**src/rtl/timer60_display.sv**
```systemverilog
// timer60_display: two-digit multiplexed seven-segment driver for the 0-59 timer
module timer60_display #(
  parameter int REFRESH_DIV = 50000,
  parameter int GAP_CYCLES  = 2,
  parameter int BLINK_SCANS = 100,
  parameter bit LZ_BLANK    = 1'b1
) (
  input  logic       Clk,
  input  logic       reset_n,
  input  logic [7:0] Count60,
  input  logic [7:0] Init_value60,
  input  logic [1:0] carry60,
  input  logic       set_time,
  input  logic       pause,
  output logic [6:0] seg,
  output logic [1:0] an,
  output logic       dp,
  output logic       expired
);
  localparam int CW = $clog2(REFRESH_DIV > GAP_CYCLES ? REFRESH_DIV : GAP_CYCLES);
  localparam int BW = BLINK_SCANS > 1 ? $clog2(BLINK_SCANS) : 1;
  typedef enum logic [1:0] {S_UNIT, S_GAP0, S_DOZEN, S_GAP1} state_t;
  state_t state;
  logic [CW-1:0] slot_cnt;
  logic [BW-1:0] scan_cnt;
  logic phase;
  logic [7:0] cnt_s1, cnt_s2, cnt_f, src;
  logic car_s1, car_s2, car_s3, st_s1, st_s2;
  logic digit, last, active, blank;
  logic [6:0] unit_seg, dozen_seg;

  function automatic logic [6:0] dec(input logic [3:0] d);
    case (d)
      4'd0: dec = 7'h40;
      4'd1: dec = 7'h79;
      4'd2: dec = 7'h24;
      4'd3: dec = 7'h30;
      4'd4: dec = 7'h19;
      4'd5: dec = 7'h12;
      4'd6: dec = 7'h02;
      4'd7: dec = 7'h78;
      4'd8: dec = 7'h00;
      4'd9: dec = 7'h10;
      default: dec = 7'h3F;
    endcase
  endfunction

  // Bring the ripple-clocked timer outputs and set_time into the Clk domain
  always_ff @(posedge Clk or negedge reset_n) begin
    if (!reset_n) begin
      cnt_s1 <= '0;
      cnt_s2 <= '0;
      car_s1 <= 1'b0;
      car_s2 <= 1'b0;
      car_s3 <= 1'b0;
      st_s1  <= 1'b0;
      st_s2  <= 1'b0;
    end else begin
      cnt_s1 <= Count60;
      cnt_s2 <= cnt_s1;
      car_s1 <= carry60[1];
      car_s2 <= car_s1;
      car_s3 <= car_s2;
      st_s1  <= set_time;
      st_s2  <= st_s1;
    end
  end

  // Accept a new count only when two consecutive samples agree, so ripple glitches never reach the display
  always_ff @(posedge Clk or negedge reset_n) begin
    if (!reset_n) cnt_f <= '0;
    else if (cnt_s1 == cnt_s2) cnt_f <= cnt_s2;
  end

  // Sticky expiry flag; a clear in the same cycle as a carry rise wins
  always_ff @(posedge Clk or negedge reset_n) begin
    if (!reset_n) expired <= 1'b0;
    else if (st_s2) expired <= 1'b0;
    else if (car_s2 && !car_s3) expired <= 1'b1;
  end

  // Select the displayed value, decode both digits and resolve slot timing
  always_comb begin
    src       = st_s2 ? Init_value60 : cnt_f;
    unit_seg  = dec(src[3:0]);
    dozen_seg = (LZ_BLANK && src[7:4] == 4'd0) ? 7'h7F : dec(src[7:4]);
    digit     = state == S_UNIT || state == S_DOZEN;
    last      = digit ? slot_cnt == CW'(REFRESH_DIV - 1) : slot_cnt == CW'(GAP_CYCLES - 1);
    active    = pause | expired;
    blank     = active & phase;
  end

  // Scan FSM with registered outputs: each edge emits the current slot, then advances
  always_ff @(posedge Clk or negedge reset_n) begin
    if (!reset_n) begin
      state    <= S_UNIT;
      slot_cnt <= '0;
      scan_cnt <= '0;
      phase    <= 1'b0;
      seg      <= 7'h7F;
      an       <= 2'b11;
      dp       <= 1'b1;
    end else begin
      an       <= state == S_UNIT ? 2'b10 : state == S_DOZEN ? 2'b01 : 2'b11;
      seg      <= blank ? 7'h7F : state == S_UNIT ? unit_seg : state == S_DOZEN ? dozen_seg : 7'h7F;
      dp       <= !(state == S_UNIT && st_s2);
      slot_cnt <= last ? '0 : slot_cnt + 1'b1;
      if (last) state <= state_t'(state + 2'd1);
      if (!active) begin
        phase    <= 1'b0;
        scan_cnt <= '0;
      end else if (last && state == S_DOZEN) begin
        if (scan_cnt == BW'(BLINK_SCANS - 1)) begin
          scan_cnt <= '0;
          phase    <= ~phase;
        end else begin
          scan_cnt <= scan_cnt + 1'b1;
        end
      end
    end
  end
endmodule

```
**config.mk**
```make
export PLATFORM = sky130hd
export DESIGN_NAME = timer60_display
export DESIGN_NICKNAME = d
export VERILOG_FILES = /design/src/rtl/timer60_display.sv
export SDC_FILE = /design/constraint.sdc
export NUM_CORES = 1
export LEC_CHECK = 0
export CORE_MARGIN = 2
export CORE_UTILIZATION = 55
export CTS_CLUSTER_DIAMETER = 100
export DETAILED_ROUTE_END_ITERATION = 7
export PLACE_DENSITY = 0.78
export SYNTH_ARGS = -nofsm -noshare
export SYNTH_HDL_FRONTEND = slang
export SYNTH_SLANG_ARGS = --single-unit
```
**constraint.sdc**
```tcl
create_clock -name Clk -period 3.25 [get_ports Clk]
set_clock_uncertainty 0.1 [all_clocks]
set_input_delay 0.65 -clock Clk [delete_from_list [all_inputs] [get_ports Clk]]
set_output_delay 0.65 -clock Clk [all_outputs]
set_load 0.05 [all_outputs]
```
==> impl_results.md, run 1 <==
- Hold Fails Final Rpt: 0
- CP top delay family: buffers and inverters
- Ys async rst share: 1.00
- Power per cell area: 506 mW/mm²
- Register area share after synthesis: 0.516
- CTS clk-pin slew, worst paths: 0.07 ns
- Worst hold path type: flip-flop to flip-flop
- Row count: 27
- CP Launch Type: flip-flop
- Delay of the slowest cell on the worst path: 0.79 ns
- Cell Area, Synth: 0.00323 mm²
- Total negative slack: 0 ns
- Levels on crit path: 1
- Num CTS Buffers: 9
- Fin Hold WS: 0.253 ns
- Unique masters post-synth: 51
- I/O pin cnt: 33
- Fin crit period: 2.41 ns
- RSZ-0062 raised after global routing: no
- Cells after Synth: 291
- Most common cell after layout, fill and taps aside: dfrtp_1
- CP Class: flip-flop to output port
- Layout area overhead: 18.2%
- Post-synth top flop: dfrtp_1
- CP endpoint kind: output port
- Width of the die: 80.6 µm
- CP max-delay cell: clkdlybuf4s50_1
- Share of cells above drive strength 1: 0.146
- Clock latency on the worst-skew pair: 0.35 ns
- Antenna violations before repair: 0
- Die height: 80.6 µm
- Worst path bufs/invs: 1
- Status: completed
- WHS Path Cells: 0
- Die area: 0.00649 mm²
- Initial core utilization: 0.579
- Yosys reg bits: 66
- Post-cts resize count: 0
- First-pass GRT wire length: 9940 µm
- Clk root buf: clkbuf_8
- GRT overflow: 0
- Worst-path fanout max: 1
- # setup viols final: 0
- Routed Antenna Nets: 0
- Max rail drop VDD: 0.000386 V
- Most frequent cells in the layout: 56 x dfrtp_1, 30 x clkdlybuf4s50_1, 24 x nand2_1
- Clock Sinks: 66
- Fmax: 416 MHz
- GPL Wtd Cong: 0.824
- WP data arrival: 1.66 ns
- Largest net degree at the start of global routing: 67
- 1st-iter DRT viols: 105
- Ant. Diodes: 0
- Via Count: 2,264
- CTS tree: yes
- Setup Buffers After CTS: 0
- Final Net Count: 367
- Syn Nets: 328
- Worst slew margin: 0.476
- Post-synth EDFFs: 0
- Core area: 0.00557 mm²
- HPWL after DPL: 4100 µm
- H-tree depth: 3
- Final period util: 0.740
- Worst Path Required: 2.50 ns
- Port bufs: 31
- Leak: 1.70 nW
- Clock buffer depth: 2
- DRT Pass-1 Iters: 4
- Routed WL: 5610 µm
- Reg2Reg Depth: 7
- Wire length per cell: 13.8 µm
- Fin. max-slew vios: 0
- Drc violations: 0
- Syn avg cell area: 11.1 µm²
- GRT Total Usage: 0.206
- Vias per cell: 5.56
- Cts hold-fix bufs: 0
- Total number of yosys warnings: 0
- Vias in the first global route: 2,226
- Max-Cap Viols: 0
- CP cell instances: clkdlybuf4s50_1
- Worst Max-Slew Pin Slew: 0.786 ns
- Final core utilization: 0.684
[stage by stage]
stage               std cells  total power [mW]  worst slack, ns  instance area, µm²
floorplan                 291              1.15             1.16                3230
global placement          391              1.26            0.666                3610
detailed placement        391              1.27            0.618                3610
CTS                       407              1.95            0.822                3810
global route              407              2.03            0.790                3810
finish                    407              1.93            0.845                3810
[sequential cells by signal, indices dropped and copies added (netlist names), 2 cells and up]
register  count
slot_cnt     16
cnt_s2        8
state         2
seg           7
an            2
cnt_s1        8
scan_cnt      7
cnt_f         8
[power by group]
| part | leakage, nW | switching, mW | internal [mW] |
|---|---|---|---|
| combinational | 0.785 | 0.200 | 0.139 |
| clock | 0.0956 | 0.324 | 0.358 |
| sequential | 0.820 | 0.0243 | 0.885 |
| total | 1.70 | 0.548 | 1.38 |
[cell usage after synthesis (2+ instances only)]
library cell  instances  area (µm²)
dfrtp_1              56        1400
nand2_1              24        90.1
nor2_1               19        71.3
a21oi_1              16        80.1
ha_1                 15         188
xnor2_1              15         131
inv_1                14        52.6
nand3_1              14        70.1
o21ai_0              14        70.1
dfstp_2              10         263
mux2_2               10         113
mux2i_1               9        90.1
xor2_1                8        70.1
nor2b_1               6        37.5
or3_1                 6        37.5
buf_2                 4        20.0
nand2b_1              4        25.0
nand4_1               4        25.0
and4_1                3        26.3
nor3_1                3        15.0
o21a_1                3        22.5
a31oi_1               2        12.5
nor4_1                2        12.5
o221ai_1              2        17.5
o2bb2ai_1             2        17.5
[cell type report]
| type | instances | area [µm²] |
|---|---|---|
| Clock buffer | 9 | 124 |
| Sequential cell | 66 | 1660 |
| Tap cell | 72 | 90.1 |
| Multi-Input combinational cell | 205 | 1470 |
| Inverter | 14 | 52.6 |
| Fill cell | 444 | 1760 |
| Timing Repair Buffer | 34 | 328 |
| Clock inverter | 7 | 80.1 |
[worst paths after layout]
check / slack, ns / from / to
max: 0.84 / an[1]$_DFF_PN1_ / an[1]
min: 0.25 / car_s1$_DFF_PN0_ / car_s2$_DFF_PN0_
max reg2reg: 1.10 / st_s2$_DFF_PN0_ / seg[5]$_DFF_PN1_
min reg2reg: 0.25 / car_s1$_DFF_PN0_ / car_s2$_DFF_PN0_
max in group asynchronous: 2.17 / reset_n / cnt_s1[1]$_DFF_PN0_
min in group asynchronous: 0.36 / reset_n / phase$_DFFE_PN0P_
[cells by family (layout without fill, tap and decap cells)]
logic type | Yosys count | count (layout) | synth area share
buffers and inverters | 20 | 64 | 0.0272
XOR/XNOR | 23 | 23 | 0.0625
AO/OA/AOI/OAI | 52 | 52 | 0.109
AND/OR/NAND/NOR | 96 | 96 | 0.164
multiplexers | 19 | 19 | 0.0628
flip-flops | 66 | 66 | 0.516
adder cells (fa/ha/maj) | 15 | 15 | 0.0582
[metal layers]
layer  wire length [µm]  GRT usage
met5                  0          0
met4                148     0.0932
met3                229     0.0719
met2               2600      0.319
met1               2630      0.259
No activity file was read; power rests on OpenSTA's default activity.
==> run 2: changes to the inputs <==
==> constraint.sdc (replaced) <==
create_clock -name Clk -period 2.3 [get_ports Clk]
set_clock_uncertainty 0.1 [all_clocks]
set_input_delay 0.46 -clock Clk [delete_from_list [all_inputs] [get_ports Clk]]
set_output_delay 0.46 -clock Clk [all_outputs]
set_load 0.05 [all_outputs]
==> run 2 against run 1 <==
  * Global-route usage increased by 0.56 points
  * Die area unchanged
  * First-iteration DRC count is 3.8% higher
  * Flip-flop and latch count did not move
  * Non-clock buffer count up 11
  * Clock-buffer cell count did not move
  * Largest cell class unchanged
  * Worst setup slack worse by 0.77 ns
  * Via count rose by 0.93%
==> impl_results.md, run 2 (synthesis results as in run 1) <==
- Status: completed (unchanged)
- Routed Antenna Nets: 0 (unchanged)
- Final period util: 0.966
- Sw Ratio: 0.273 (was 0.284)
- DRT Pass-1 Iters: 4 (unchanged)
- Clock buffer depth: 2 (unchanged)
- Levels on crit path: 1 (unchanged)
- Width of the die: 80.6 µm (unchanged)
- Routed WL: 5930 µm (was 5610 µm)
- Hold Fails Final Rpt: 0 (unchanged)
- Clock latency on the worst-skew pair: 0.34 ns (was 0.35 ns)
- 1st-iter DRT viols: 109 (was 105)
- Setup ws final: 0.0779 ns (was 0.845 ns)
- CP max-delay cell: clkdlybuf4s50_1 (unchanged)
- Fin crit period: 2.22 ns
- Gate power share: 0.177 (was 0.176)
- First-pass GRT wire length: 10,400 µm (was 9940 µm)
- RSZ-0062 raised after global routing: no (unchanged)
- CP Class: flip-flop to output port (unchanged)
- Delay of the slowest cell on the worst path: 0.80 ns (was 0.79 ns)
- Ant. Diodes: 0 (unchanged)
- Most frequent cells in the layout: 55 x dfrtp_1, 30 x clkdlybuf4s50_1, 24 x nand2_1 (was 56 x dfrtp_1, 30 x clkdlybuf4s50_1, 24 x nand2_1)
- Vias in the first global route: 2,238 (was 2,226)
- Clock Sinks: 66 (unchanged)
- # setup viols final: 0 (unchanged)
- Fillers: 430 (was 444)
- Worst Max-Slew Pin Slew: 0.681 ns (was 0.786 ns)
- Post-Place Setup Slack: 0.0622 ns (was 0.618 ns)
- CP Launch Type: flip-flop (unchanged)
- GRT overflow: 0 (unchanged)
- Wire length per cell: 14.2 µm (was 13.8 µm)
- Dpl cell area: 0.00370 mm² (was 0.00361 mm²)
- Final Net Count: 378 (was 367)
- Antenna violations before repair: 0 (unchanged)
- Sw Pwr: 0.777 mW (was 0.548 mW)
- Worst path bufs/invs: 1 (unchanged)
- Sequential Power Share: 0.452 (was 0.471)
- Reg-to-reg endpoint: seg[4]$_DFF_PN1_ (was seg[5]$_DFF_PN1_)
- CP top delay family: buffers and inverters (unchanged)
- Initial core utilization: 0.579 (unchanged)
- Int Pwr: 2.07 mW (was 1.38 mW)
- Drc violations: 0 (unchanged)
- Most common cell after layout, fill and taps aside: dfrtp_1 (unchanged)
- Leak: 1.76 nW (was 1.70 nW)
- Total negative slack: 0 ns (unchanged)
- Final instance area: 0.00392 mm² (was 0.00381 mm²)
- I/O pin cnt: 33 (unchanged)
- GRT Total Usage: 0.211 (was 0.206)
- Port bufs: 31 (unchanged)
- Worst hold path type: flip-flop to flip-flop (unchanged)
- Row count: 27 (unchanged)
- Setup Buffers After CTS: 0 (unchanged)
- WP data arrival: 1.66 ns (about the same)
- Die height: 80.6 µm (unchanged)
- End point of the critical path: an[0] (was an[1])
- Largest register FFs: 16 (unchanged)
- CP cell instances: clkdlybuf4s50_1 (unchanged)
- Reg2Reg Depth: 8 (was 7)
- Vias per cell: 5.48 (was 5.56)
- CP endpoint kind: output port (unchanged)
- Via Count: 2,285 (was 2,264)
- Die area: 0.00649 mm² (unchanged)
- Fin. max-slew vios: 0 (unchanged)
- Fmax: 450 MHz
- Power per cell area: 726 mW/mm² (was 506 mW/mm²)
- Max rail drop VDD: 0.000434 V (was 0.000386 V)
- H-tree depth: 3 (unchanged)
- Clk root buf: clkbuf_8 (unchanged)
- Layout area overhead: 21.6% (was 18.2%)
- CTS clk-pin slew, worst paths: 0.07 ns (about the same)
- HPWL after DPL: 4350 µm (was 4100 µm)
- RR Startpoint: st_s2$_DFF_PN0_ (unchanged)
- Share of cells above drive strength 1: 0.171 (was 0.146)
- Critical path origin: an[0]$_DFF_PN1_ (was an[1]$_DFF_PN1_)
- Worst-path fanout max: 1 (unchanged)
- Clk pwr share: 0.371 (was 0.353)
- Core area: 0.00557 mm² (unchanged)
- Largest net degree at the start of global routing: 24 (was 67)
- Reg2reg setup slack: 0.26 ns (was 1.10 ns)
- Most flop-heavy register: slot_cnt (unchanged)
- Worst Path Required: 1.74 ns (was 2.50 ns)
- Worst slew margin: 0.542 (was 0.476)
- Num CTS Buffers: 9 (unchanged)
- Max-Cap Viols: 0 (unchanged)
- GPL Wtd Cong: 0.829 (was 0.824)
- CTS tree: yes (unchanged)
==> run 2: through the flow <==
step | hold WS, ns | util | total power [mW] | std cells
finish | 0.254 | 0.704 | 2.85 | 417
global route | 0.274 | 0.704 | 2.99 | 417
CTS | 0.256 | 0.703 | 2.88 | 417
detailed placement | 0.239 | 0.663 | 1.81 | 401
global placement | 0.234 | 0.663 | 1.80 | 401
floorplan | 0.0644 | - | 1.62 | 291
==> run 2: worst min-delay path by stage <==
stage                           startpoint          endpoint  slack [ns]  depth (start not counted)
final                      st_s1$_DFF_PN0_   st_s2$_DFF_PN0_        0.25                          0
after global routing      car_s1$_DFF_PN0_  car_s2$_DFF_PN0_        0.27                          0
after CTS                  st_s1$_DFF_PN0_   st_s2$_DFF_PN0_        0.26                          0
after detailed placement   st_s1$_DFF_PN0_   st_s2$_DFF_PN0_        0.24                          0
after global placement    car_s1$_DFF_PN0_  car_s2$_DFF_PN0_        0.23                          0
after floorplan                    reset_n  car_s1$_DFF_PN0_        0.06                          0
==> run 2: per-layer routing <==
metal	vias up	GRT usage	routed length, µm
met1	1089	0.278	2810
met2	59	0.334	2740
met5	-	0	0
met3	11	0.0438	241
li1	1126	-	-
met4	0	0.100	128
==> run 2: power groups by stage <==
stage,sequential [mW],clock [mW],combinational (mW)
global placement,1.31,0,0.490
floorplan,1.42,0,0.207
global route,1.30,1.14,0.553
finish,1.29,1.06,0.505
CTS,1.29,1.08,0.505
detailed placement,1.31,0,0.500
==> run 2: cell type report <==
type | instances | area (µm²) | share of cell area
tap | 72 | 90.1 | 0.0230
timing repair buffer | 45 | 425 | 0.108
inverter | 14 | 52.6 | 0.0134
clock inverter | 6 | 91.3 | 0.0233
clock buffer | 9 | 124 | 0.0316
sequential | 66 | 1670 | 0.425
multi-input combinational | 205 | 1470 | 0.376
==> run 2: repair_timing <==
item / in CTS / in global routing
endpoints found under the hold margin: 7 / 0
hold buffers: 1 / 0
endpoints found under the setup margin: 0 / 6
resized for setup: 0 / 1
